===== config.mk =====
export PLATFORM = sky130hd
export DESIGN_NAME = i2s_sample_feeder
export DESIGN_NICKNAME = d
export VERILOG_FILES = /design/src/rtl/i2s_sample_feeder.sv
export SDC_FILE = /design/constraint.sdc
export NUM_CORES = 1
export LEC_CHECK = 0
export BUFFER_PORTS_ARGS = -buffer_cell sky130_fd_sc_hd__clkbuf_2
export CAP_MARGIN = 15
export CORE_ASPECT_RATIO = 2
export CORE_MARGIN = 1.5
export CORE_UTILIZATION = 60
export CTS_CLUSTER_DIAMETER = 150
export CTS_CLUSTER_SIZE = 12
export DETAILED_ROUTE_END_ITERATION = 8
export GPL_ROUTABILITY_DRIVEN = 0
export GPL_TIMING_DRIVEN = 0
export PLACE_DENSITY = 0.78
export SYNTH_ARGS = -nofsm -noshare
export SYNTH_HDL_FRONTEND = slang
export SYNTH_SLANG_ARGS = --single-unit

===== constraint.sdc =====
create_clock -name CLK -period 10.58 [get_ports CLK]
set_clock_uncertainty 0.2 [all_clocks]
set_input_delay 1.058 -clock CLK [delete_from_list [all_inputs] [get_ports CLK]]
set_output_delay 1.058 -clock CLK [all_outputs]
set_load 0.05 [all_outputs]

===== src/rtl/i2s_sample_feeder.sv =====
// rtl/i2s_sample_feeder.sv - frame FIFO and playback sequencer feeding the I2S transmitter
module i2s_sample_feeder #(
    parameter int DEPTH     = 16,
    parameter int AW        = 4,
    parameter int PRIME_LVL = 8,
    parameter int UCNT_W    = 8
) (
    input  logic              CLK,
    input  logic              reset,
    input  logic [31:0]       wr_data,
    input  logic              wr_en,
    output logic              full,
    output logic [AW:0]       level,
    input  logic              start,
    input  logic              stop,
    input  logic              i2s_bussy,
    output logic [31:0]       sample_out,
    output logic              play_en,
    output logic [UCNT_W-1:0] underrun_cnt,
    output logic [1:0]        state_o
);

    typedef enum logic [1:0] {
        IDLE  = 2'b00,
        PRIME = 2'b01,
        RUN   = 2'b10,
        STOP  = 2'b11
    } state_t;

    localparam logic [AW:0] FULL_LVL  = (AW+1)'(DEPTH);
    localparam logic [AW:0] PRIME_THR = (AW+1)'(PRIME_LVL);

    logic [31:0]   mem [DEPTH];
    logic [AW-1:0] wr_ptr;
    logic [AW-1:0] rd_ptr;
    logic [AW:0]   count;
    logic          push;
    logic          pop;
    logic          bussy_in;
    logic          s1, s2, s3;
    logic          frame_tick;
    logic          stop_pending;
    state_t        state;

    assign full    = (count == FULL_LVL);
    assign level   = count;
    assign state_o = state;
    assign push    = wr_en & ~full;

    // The transmitter's bussy is meaningless while disabled; hold it idle-high so no tick fires.
    assign bussy_in   = play_en ? i2s_bussy : 1'b1;
    assign frame_tick = s3 & ~s2;

    always_comb begin
        pop = 1'b0;
        case (state)
            PRIME:   pop = ~stop && (count >= PRIME_THR);
            RUN:     pop = frame_tick && !stop_pending && (count != '0);
            default: pop = 1'b0;
        endcase
    end

    always_ff @(posedge CLK) begin
        if (push) begin
            mem[wr_ptr] <= wr_data;
        end
    end

    always_ff @(posedge CLK) begin
        if (!reset) begin
            wr_ptr <= '0;
            rd_ptr <= '0;
            count  <= '0;
            s1     <= 1'b1;
            s2     <= 1'b1;
            s3     <= 1'b1;
        end else begin
            s1 <= bussy_in;
            s2 <= s1;
            s3 <= s2;
            if (push) wr_ptr <= wr_ptr + 1'b1;
            if (pop)  rd_ptr <= rd_ptr + 1'b1;
            case ({push, pop})
                2'b10:   count <= count + 1'b1;
                2'b01:   count <= count - 1'b1;
                default: count <= count;
            endcase
        end
    end

    always_ff @(posedge CLK) begin
        if (!reset) begin
            state        <= IDLE;
            sample_out   <= '0;
            play_en      <= 1'b0;
            underrun_cnt <= '0;
            stop_pending <= 1'b0;
        end else begin
            case (state)
                IDLE: begin
                    sample_out   <= '0;
                    play_en      <= 1'b0;
                    stop_pending <= 1'b0;
                    if (start && !stop) state <= PRIME;
                end
                PRIME: begin
                    play_en <= 1'b0;
                    if (stop) begin
                        state <= IDLE;
                    end else if (pop) begin
                        sample_out <= mem[rd_ptr];
                        play_en    <= 1'b1;
                        state      <= RUN;
                    end
                end
                RUN: begin
                    play_en <= 1'b1;
                    if (stop) stop_pending <= 1'b1;
                    if (frame_tick) begin
                        if (stop_pending) begin
                            sample_out   <= '0;
                            stop_pending <= 1'b0;
                            state        <= STOP;
                        end else if (count != '0) begin
                            sample_out <= mem[rd_ptr];
                        end else begin
                            sample_out <= '0;
                            if (underrun_cnt != '1) underrun_cnt <= underrun_cnt + 1'b1;
                        end
                    end
                end
                STOP: begin
                    // One whole frame of silence goes out before the transmitter is disabled.
                    sample_out <= '0;
                    play_en    <= 1'b1;
                    if (frame_tick) begin
                        play_en <= 1'b0;
                        state   <= IDLE;
                    end
                end
                default: state <= IDLE;
            endcase
        end
    end

endmodule


==> results of run 1 <==
==> layout by cell type, fill, tap and decap left out, types with 4 or more instances in the layout <==
cell type / synthesis / final
a21oi_1: 8 / 8
clkbuf_1: 37 / 79
clkbuf_2: 0 / 85
nand3_1: 6 / 6
mux4_2: 128 / 128
clkbuf_16: 0 / 54
buf_12: 0 / 10
buf_6: 4 / 15
nand2_1: 50 / 50
nor3_2: 1 / 5
buf_2: 16 / 16
nor2_4: 0 / 12
dfxtp_1: 64 / 64
a22oi_1: 65 / 65
nor3_1: 8 / 4
nor2_1: 31 / 19
o21ai_0: 7 / 7
nand2b_1: 8 / 8
edfxtp_1: 512 / 512
nor2b_1: 4 / 4
inv_1: 8 / 8
ha_1: 14 / 14
a22o_1: 32 / 32
xnor2_1: 6 / 6
xor2_1: 10 / 10
==> critical path, cell delays in order, from the launching register on <==
cell	delay (ns)
dfxtp_1	0.34
inv_1	0.14
ha_1	0.35
nand4bb_1	0.24
a21oi_2	0.28
o21ai_2	0.13
inv_2	0.13
ha_1	0.18
clkbuf_1	0.29
xor2_1	0.12
ha_1	0.23
o21a_1	0.17
o21ai_0	0.14
nand2b_1	0.07
a211oi_1	0.28
mux2i_1	0.20
==> cells by family after synthesis <==
| logic type | after synthesis | share of synthesized area [%] |
|---|---|---|
| AO/OA/AOI/OAI | 133 | 4.884 |
| XOR/XNOR | 16 | 0.6420 |
| adder cells (fa/ha/maj) | 14 | 0.8026 |
| buffers and inverters | 68 | 1.416 |
| flip-flops | 576 | 76.31 |
| multiplexers | 130 | 13.30 |
| AND/OR/NAND/NOR | 122 | 2.643 |
==> registers in the layout, indices dropped and copies added, names as in the netlist, named ones only <==
register / count
level: 5
s1: 1
rd_ptr: 4
mem: 512
stop_pending: 1
wr_ptr: 4
s3: 1
sample_out: 32
s2: 1
state_o: 1
underrun_cnt: 8
play_en: 1
==> through the flow <==
| step | hold WS (ns) | total power, mW | util (%) | setup slack (ns) |
|---|---|---|---|---|
| floorplan | 0.1863 | 2.708 | - | 6.158 |
| global placement | 0.1896 | 2.784 | 63.72 | 3.484 |
| detailed placement | 0.1915 | 2.800 | 65.13 | 6.653 |
| finish | 0.2132 | 4.483 | 69.39 | 6.994 |
| CTS | 0.2154 | 4.505 | 69.39 | 6.999 |
| global route | 0.2361 | 4.604 | 69.39 | 6.709 |
==> power breakdown <==
| part | leakage [nW] | switching [mW] | total (mW) | internal, mW |
|---|---|---|---|---|
| Sequential | 5.14 | 0.0164 | 2.53 | 2.51 |
| Combinational | 2.09 | 0.161 | 0.224 | 0.0635 |
| Clock | 0.722 | 0.775 | 1.73 | 0.955 |
==> per-layer routing <==
layer	global-route usage [%]	share of wire, %	vias to the layer above
met2	47.97	54	627
met3	4.841	7.7	168
met5	0	0.034	-
li1	-	-	4716
met4	11.84	4.2	2
met1	33.06	34	5851
==> worst max path at each step <==
stage / startpoint / end / slack, ns
6_report: state_o[0] / level[4] / 6.99
5_1_grt: state_o[0] / level[4] / 6.71
3_3_place_gp: wr_en / mem[3][14] / 3.48
3_5_place_dp: stop / level[4] / 6.65
4_1_cts: level[1] / level[4] / 7.00
2_1_floorplan: wr_en / mem[3][0] / 6.16
==> synthesized netlist by cell type, types with 3 or more instances <==
| cell type | number | area [sq um] |
|---|---|---|
| buf_2 | 16 | 80.08 |
| buf_6 | 4 | 45.04 |
| a22o_1 | 32 | 280.3 |
| nand2_1 | 50 | 187.7 |
| ha_1 | 14 | 175.2 |
| xor2_1 | 10 | 87.58 |
| nor2_1 | 31 | 116.4 |
| dfxtp_1 | 64 | 1281 |
| clkbuf_1 | 37 | 138.9 |
| nand4_1 | 3 | 18.77 |
| nand3_1 | 6 | 30.03 |
| or3_1 | 3 | 18.77 |
| nor3_1 | 8 | 40.04 |
| a21oi_1 | 8 | 40.04 |
| mux4_2 | 128 | 2883 |
| a22oi_1 | 65 | 488.0 |
| nand2b_1 | 8 | 50.05 |
| o21ai_0 | 7 | 35.03 |
| inv_1 | 8 | 30.03 |
| xnor2_1 | 6 | 52.55 |
| edfxtp_1 | 512 | 15370 |
| nor2b_1 | 4 | 25.02 |
==> cell type report <==
type / instances / area share [%]
sequential: 576 / 67.04
multi-input combinational: 415 / 20.01
clock buffer: 96 / 6.074
timing repair buffer: 110 / 3.299
tap: 450 / 2.266
buffer: 58 / 1.093
inverter: 10 / 0.1511
clock inverter: 1 / 0.06547
==> summary.md, run 1 <==
| Metric | Value |
|---|---|
| Worst slew margin relative to its limit | roughly a quarter |
| Count of maximum capacitance violations | 0 |
| Element type at the critical path end | flip-flop |
| Width of the die | 137.9 microns |
| Number of antenna violations at the first check in global routing | 1 |
| CTS H-tree depth | 2 |
| Layout net count | roughly 1,300 |
| Wire per inst | slightly below 30 microns |
| Die area | approximately 38,000 sq um |
| Starting density of the core | ~61% |
| Post-layout instance area | 24,840 sq um |
| Mapped Avg Cell Area | 20.61 sq um |
| Clock transition at the registers of the reported paths | 0.06 ns |
| Fin. max-slew vios | 0 |
| Root Buffer | clkbuf_16 |
| Setup repair after global routing missed its margin | false |
| Number of flops mapped to enable cells by yosys | 512 |
| Tcrit/Tclk final | 33.89% |
| # rows | 98 |
| Post-detailed-routing wire length | 49,650 microns |
| Initial DRC Count | 1,047 |
| Global-route wire length before repair | 72,770 microns |
| Number of iterations in the first detailed-routing pass | 7 |
| Sequential share of the synthesized area | 76.31% |
| Power Density | approximately 180 nW/um^2 |
| Setup-failing EPs final | 0 |
| Static power due to leakage | slightly below 8 nW |
| Die Y | 272.7 microns |
| Placed Cells incl. Taps | 1,619 |
| Setup slack, reg-to-reg | 6.99 ns |
| Total number of clock tree sinks | 576 |
| Cell area after synthesis | 21,830 sq um |
| Seq. cell area | about 17,000 sq um |
| Clock insertion delay at the later pin of the skew report | about 0.57 ns |
| Cell variety after synth | 50 |
| Placed inst area | 23,320 sq um |
| Top-level port count | 87 |
| Filler cell count | 2,167 |
| Diodes inserted | 0 |
| Required time of the critical path | 10.88 ns |
| Final critical delay including setup and external delays | 3.586 ns |
| Kind of path behind the tightest hold check | reg -> reg |
| Worst Reg2Reg Path Length in Cells | 15 |
| Run status | completed |
| Actual slew at the worst max-slew pin | 1.123 ns |
| Maximum number of pins on one net before global-route repair | 24 |
| Final non-filler cell total | 1,716 |
| Placeable core area | 35,800 sq um |
| Yosys synthesis warning count | 0 |
| Drt drc | 0 |
| Final Hold Violating Endpoints | 0 |
| Capturing point of the worst reg2reg path | level[4] |
| Setup Buffers After CTS | 0 |
| Max Clock Freq | ~280 MHz |
| Layout Area Growth over Synthesis | 13.83% |
| Hold-fix buffers, CTS | 0 |
| IO buf count | 85 |
| Clk buf depth | 3 |
| Residual antenna-violating net count after detailed routing | 0 |
| Nets in the synthesized netlist | 1,111 |
| Estimated wirelength of the detail-placed design | around 30,000 microns |
| Multi-input combinational cell area | 4971 sq um |
| Number of register bits inferred by synthesis | 576 |
| Via count of the first global-routing pass | 11,940 |
| Number of buffers created by CTS | 53 |
| Kind of start point of the critical path | flip-flop |
| Startpoint of the worst hold path | play_en |
| Cell count after synthesis | roughly 1,100 |
| Peak supply drop | 0.0001799 V |
| Share of final-layout standard cells stronger than drive strength 1 | 27.25% |
| Vias | 11,360 |
| Arrival time at the worst endpoint | about 3.9 ns |
| Kind of critical path | reg -> reg |
| Dominant register cell in the synthesized netlist | edfxtp_1 |
| Vias per inst | between 6 and 7 |
| Worst reg2reg path startpoint | state_o[0] |
| Overall overflow remaining after global route | 0 |
| Number of cells upsized or downsized after cts | 0 |
| Total Neg Setup Slack | 0 ns |
| Count of cells along the worst hold path | 1 |
| Fraction of synthesis flops using an asynchronous set or reset pin | 0% |
| Aggregate global-route resource usage | 27.39% |
| Clock tree from TritonCTS | built |
| Endpoint of the worst hold path | s1 |
| Worst Path Max Fanout | 8 |
Note: power is estimated with default switching activity, not from simulation.
==> run 2, diff against run 1 <==
- CORE_UTILIZATION: 60 -> 55
- PLACE_DENSITY: 0.78 -> 0.75
- clock period: 10.58 -> 3.1 ns (I/O delays scaled with it)
==> run 2 against run 1 <==
Sequential power rose to 3.4 times the previous value. Cell area up 3.0%. Largest power group unchanged. Core utilization down 4.3 points. Non-clock buffer count up 44. Global-route usage down 2.7 points. Largest cell class unchanged.
==> summary.md, run 2 (synthesis gave the netlist of run 1 again) <==
| Metric | Value |
|---|---|
| Cell seen most often among critical-path stages | ha_2 |
| Count of maximum capacitance violations | 0 |
| Final critical delay including setup and external delays | 2.968 ns |
| Global-route wire length before repair | slightly above 70,000 microns |
| Share of final-layout standard cells stronger than drive strength 1 | 27.82% |
| Slowest stage cell, crit path | dfxtp_4 |
| Power Density | about 600 nW/um^2 |
| Clk buf depth | 3 |
| IO buf count | between 80 and 90 |
| Wire per inst | 26.63 microns |
| Vias | 11,300 |
| Required time of the critical path | 3.40 ns |
| Worst slew margin relative to its limit | between 40% and 50% |
| Arrival time at the worst endpoint | 3.27 ns |
| Most frequent cells in the layout | edfxtp_1, mux4_2, clkbuf_2 |
| Placeable core area | around 40,000 sq um |
| Actual slew at the worst max-slew pin | 0.8873 ns |
| Kind of cell with the highest combined delay on the critical path | compound AO/OA/AOI/OAI gates |
| Aggregate global-route resource usage | roughly a quarter |
| Setup-failing EPs final | 0 |
| Max Clock Freq | 336.9 MHz |
| # rows | 103 |
| Total Neg Setup Slack | 0 ns |
| Clock tree from TritonCTS | built |
| Final Hold Violating Endpoints | 0 |
| Worst setup slack after layout | 0.1316 ns |
| CTS H-tree depth | 2 |
| Fin. max-slew vios | 0 |
| Root Buffer | clkbuf_16 |
| Most common library cell in the layout ignoring fill and taps | edfxtp_1 |
| Residual antenna-violating net count after detailed routing | 0 |
| Estimated wirelength of the detail-placed design | 31,540 microns |
| Number of antenna violations at the first check in global routing | 0 |
| Die Y | 284.7 microns |
| Worst Path Max Fanout | 7 |
| Die area | roughly 41,000 sq um |
| Kind of critical path | reg -> reg |
| Initial DRC Count | 1,069 |
| Total number of clock tree sinks | 576 |
| Peak supply drop | 0.0005338 V |
| Via count of the first global-routing pass | 11,870 |
| Number of buffers created by CTS | 53 |
| Diodes inserted | 0 |
| Top-level port count | 87 |
| Post-placement worst setup slack | -0.3244 ns |
| Largest register FFs | 512 |
| Kind of start point of the critical path | flip-flop |
| Register with the highest flop count | mem |
| Clock insertion delay at the later pin of the skew report | ~0.57 ns |
| Overall overflow remaining after global route | 0 |
| Drt drc | 0 |
| Longest individual stage delay on the worst path | 0.35 ns |
| Kind of path behind the tightest hold check | in -> reg |
| Post-detailed-routing wire length | a little under 50,000 microns |
| Layout net count | roughly 1,300 |
| Starting density of the core | 55.53% |
| Element type at the critical path end | flip-flop |
| Run status | completed |
| Layout Area Growth over Synthesis | 17.22% |
| Number of iterations in the first detailed-routing pass | 5 |
| Clock transition at the registers of the reported paths | about 0.070 ns |
| Largest registers in the final layout | mem x512, sample_out x32, underrun_cnt x8 |
| Maximum number of pins on one net before global-route repair | 19 |
| Cell breakdown of the critical path | inv_1 -> ha_2 -> nor2b_4 -> nor2b_2 -> o21ai_2 -> inv_2 -> ha_2 -> clkbuf_8 -> xor2_1 -> ha_2 -> o21a_1 -> o21ai_1 -> nand2b_1 -> a211oi_2 -> mux2i_1 |
| Buffers and inverters on the worst path | 3 |
| Vias per inst | about 6.2 |
| Width of the die | around 140 microns |
| Static power due to leakage | 8.178 nW |
| Tcrit/Tclk final | between 90% and 100% |
==> run 2: changes by cell type in the layout (fill, tap and decap cells not counted), moves of 2 or more <==
cell,before,now
buf_6,15,5
buf_8,0,3
dfxtp_1,64,59
dlygate4sd3_1,0,39
buf_12,10,8
nor2b_1,4,2
buf_16,2,9
buf_4,3,11
ha_2,0,3
nor3_4,0,4
dfxtp_4,0,3
dfxtp_2,0,2
ha_1,14,10
nor3_2,5,1
==> run 2: final timing paths <==
check	from	end	slack, ns	cells after the start
worst max-delay path	flip-flop	level[4]	0.13	15
worst min-delay path	wr_en	wr_ptr[0]	0.02	4
worst max register to register	flip-flop	level[4]	0.13	15
worst min register to register	s1	s2	0.24	1
==> run 2: power by group <==
| group | switching [mW] | internal [mW] | total, mW |
|---|---|---|---|
| Combinational | 0.573 | 0.274 | 0.847 |
| Sequential | 0.0577 | 8.58 | 8.63 |
| Clock | 2.62 | 3.27 | 5.89 |
| Total | 3.25 | 12.1 | 15.4 |
==> run 2: worst reg2reg max path: stages (launching register included) <==
cell and delay, ns:
dfxtp_4 0.35, inv_1 0.05, ha_2 0.19, nor2b_4 0.14, nor2b_2 0.16, o21ai_2 0.18
inv_2 0.09, ha_2 0.19, clkbuf_8 0.15, xor2_1 0.14, ha_2 0.19, o21a_1 0.16
o21ai_1 0.14, nand2b_1 0.09, a211oi_2 0.26, mux2i_1 0.22
==> run 2: through the flow <==
step                      power [mW]  util, %  hold WS, ns  cells  instance area (sq um)
after detailed placement       9.579    59.87       0.1964   1689                  23530
after floorplan                9.242        -       0.1863   1059                  21890
after CTS                      15.45    64.91      0.04004   1831                  25510
final                          15.37    65.09      0.01738   1837                  25580
after global placement         9.512    58.43       0.1908   1669                  22970
after global routing           15.77    65.09      0.02228   1837                  25580
==> run 2: final cells by class <==
| type | count | area [sq um] |
|---|---|---|
| Clock inverter | 1 | 16.27 |
| Multi-Input combinational cell | 415 | 5055 |
| Inverter | 10 | 37.54 |
| Fill cell | 2589 | 13720 |
| Tap cell | 525 | 656.9 |
| Sequential cell | 576 | 16670 |
| Buffer | 58 | 287.8 |
| Clock buffer | 98 | 1516 |
| Timing Repair Buffer | 154 | 1344 |
==> run 2: metal layers <==
metal / GRT usage [%] / vias up / routed length (microns)
met5: 0 / - / 0
met4: 11.45 / 0 / 2167
met3: 3.235 / 144 / 2741
met2: 44.72 / 497 / 27110
met1: 28.58 / 5844 / 16890
li1: - / 4818 / -
==> run 2: what timing repair did <==
| item | 4_1_cts | 5_1_grt |
|---|---|---|
| endpoints found under the hold margin | 520 | 0 |
| pin swaps | 3 | 2 |
| setup endpoints to repair | 2 | 62 |
| gates resized for setup | 8 | 3 |
| hold buffers | 39 | 0 |
| gates cloned | 0 | 0 |
| setup buffers | 4 | 6 |
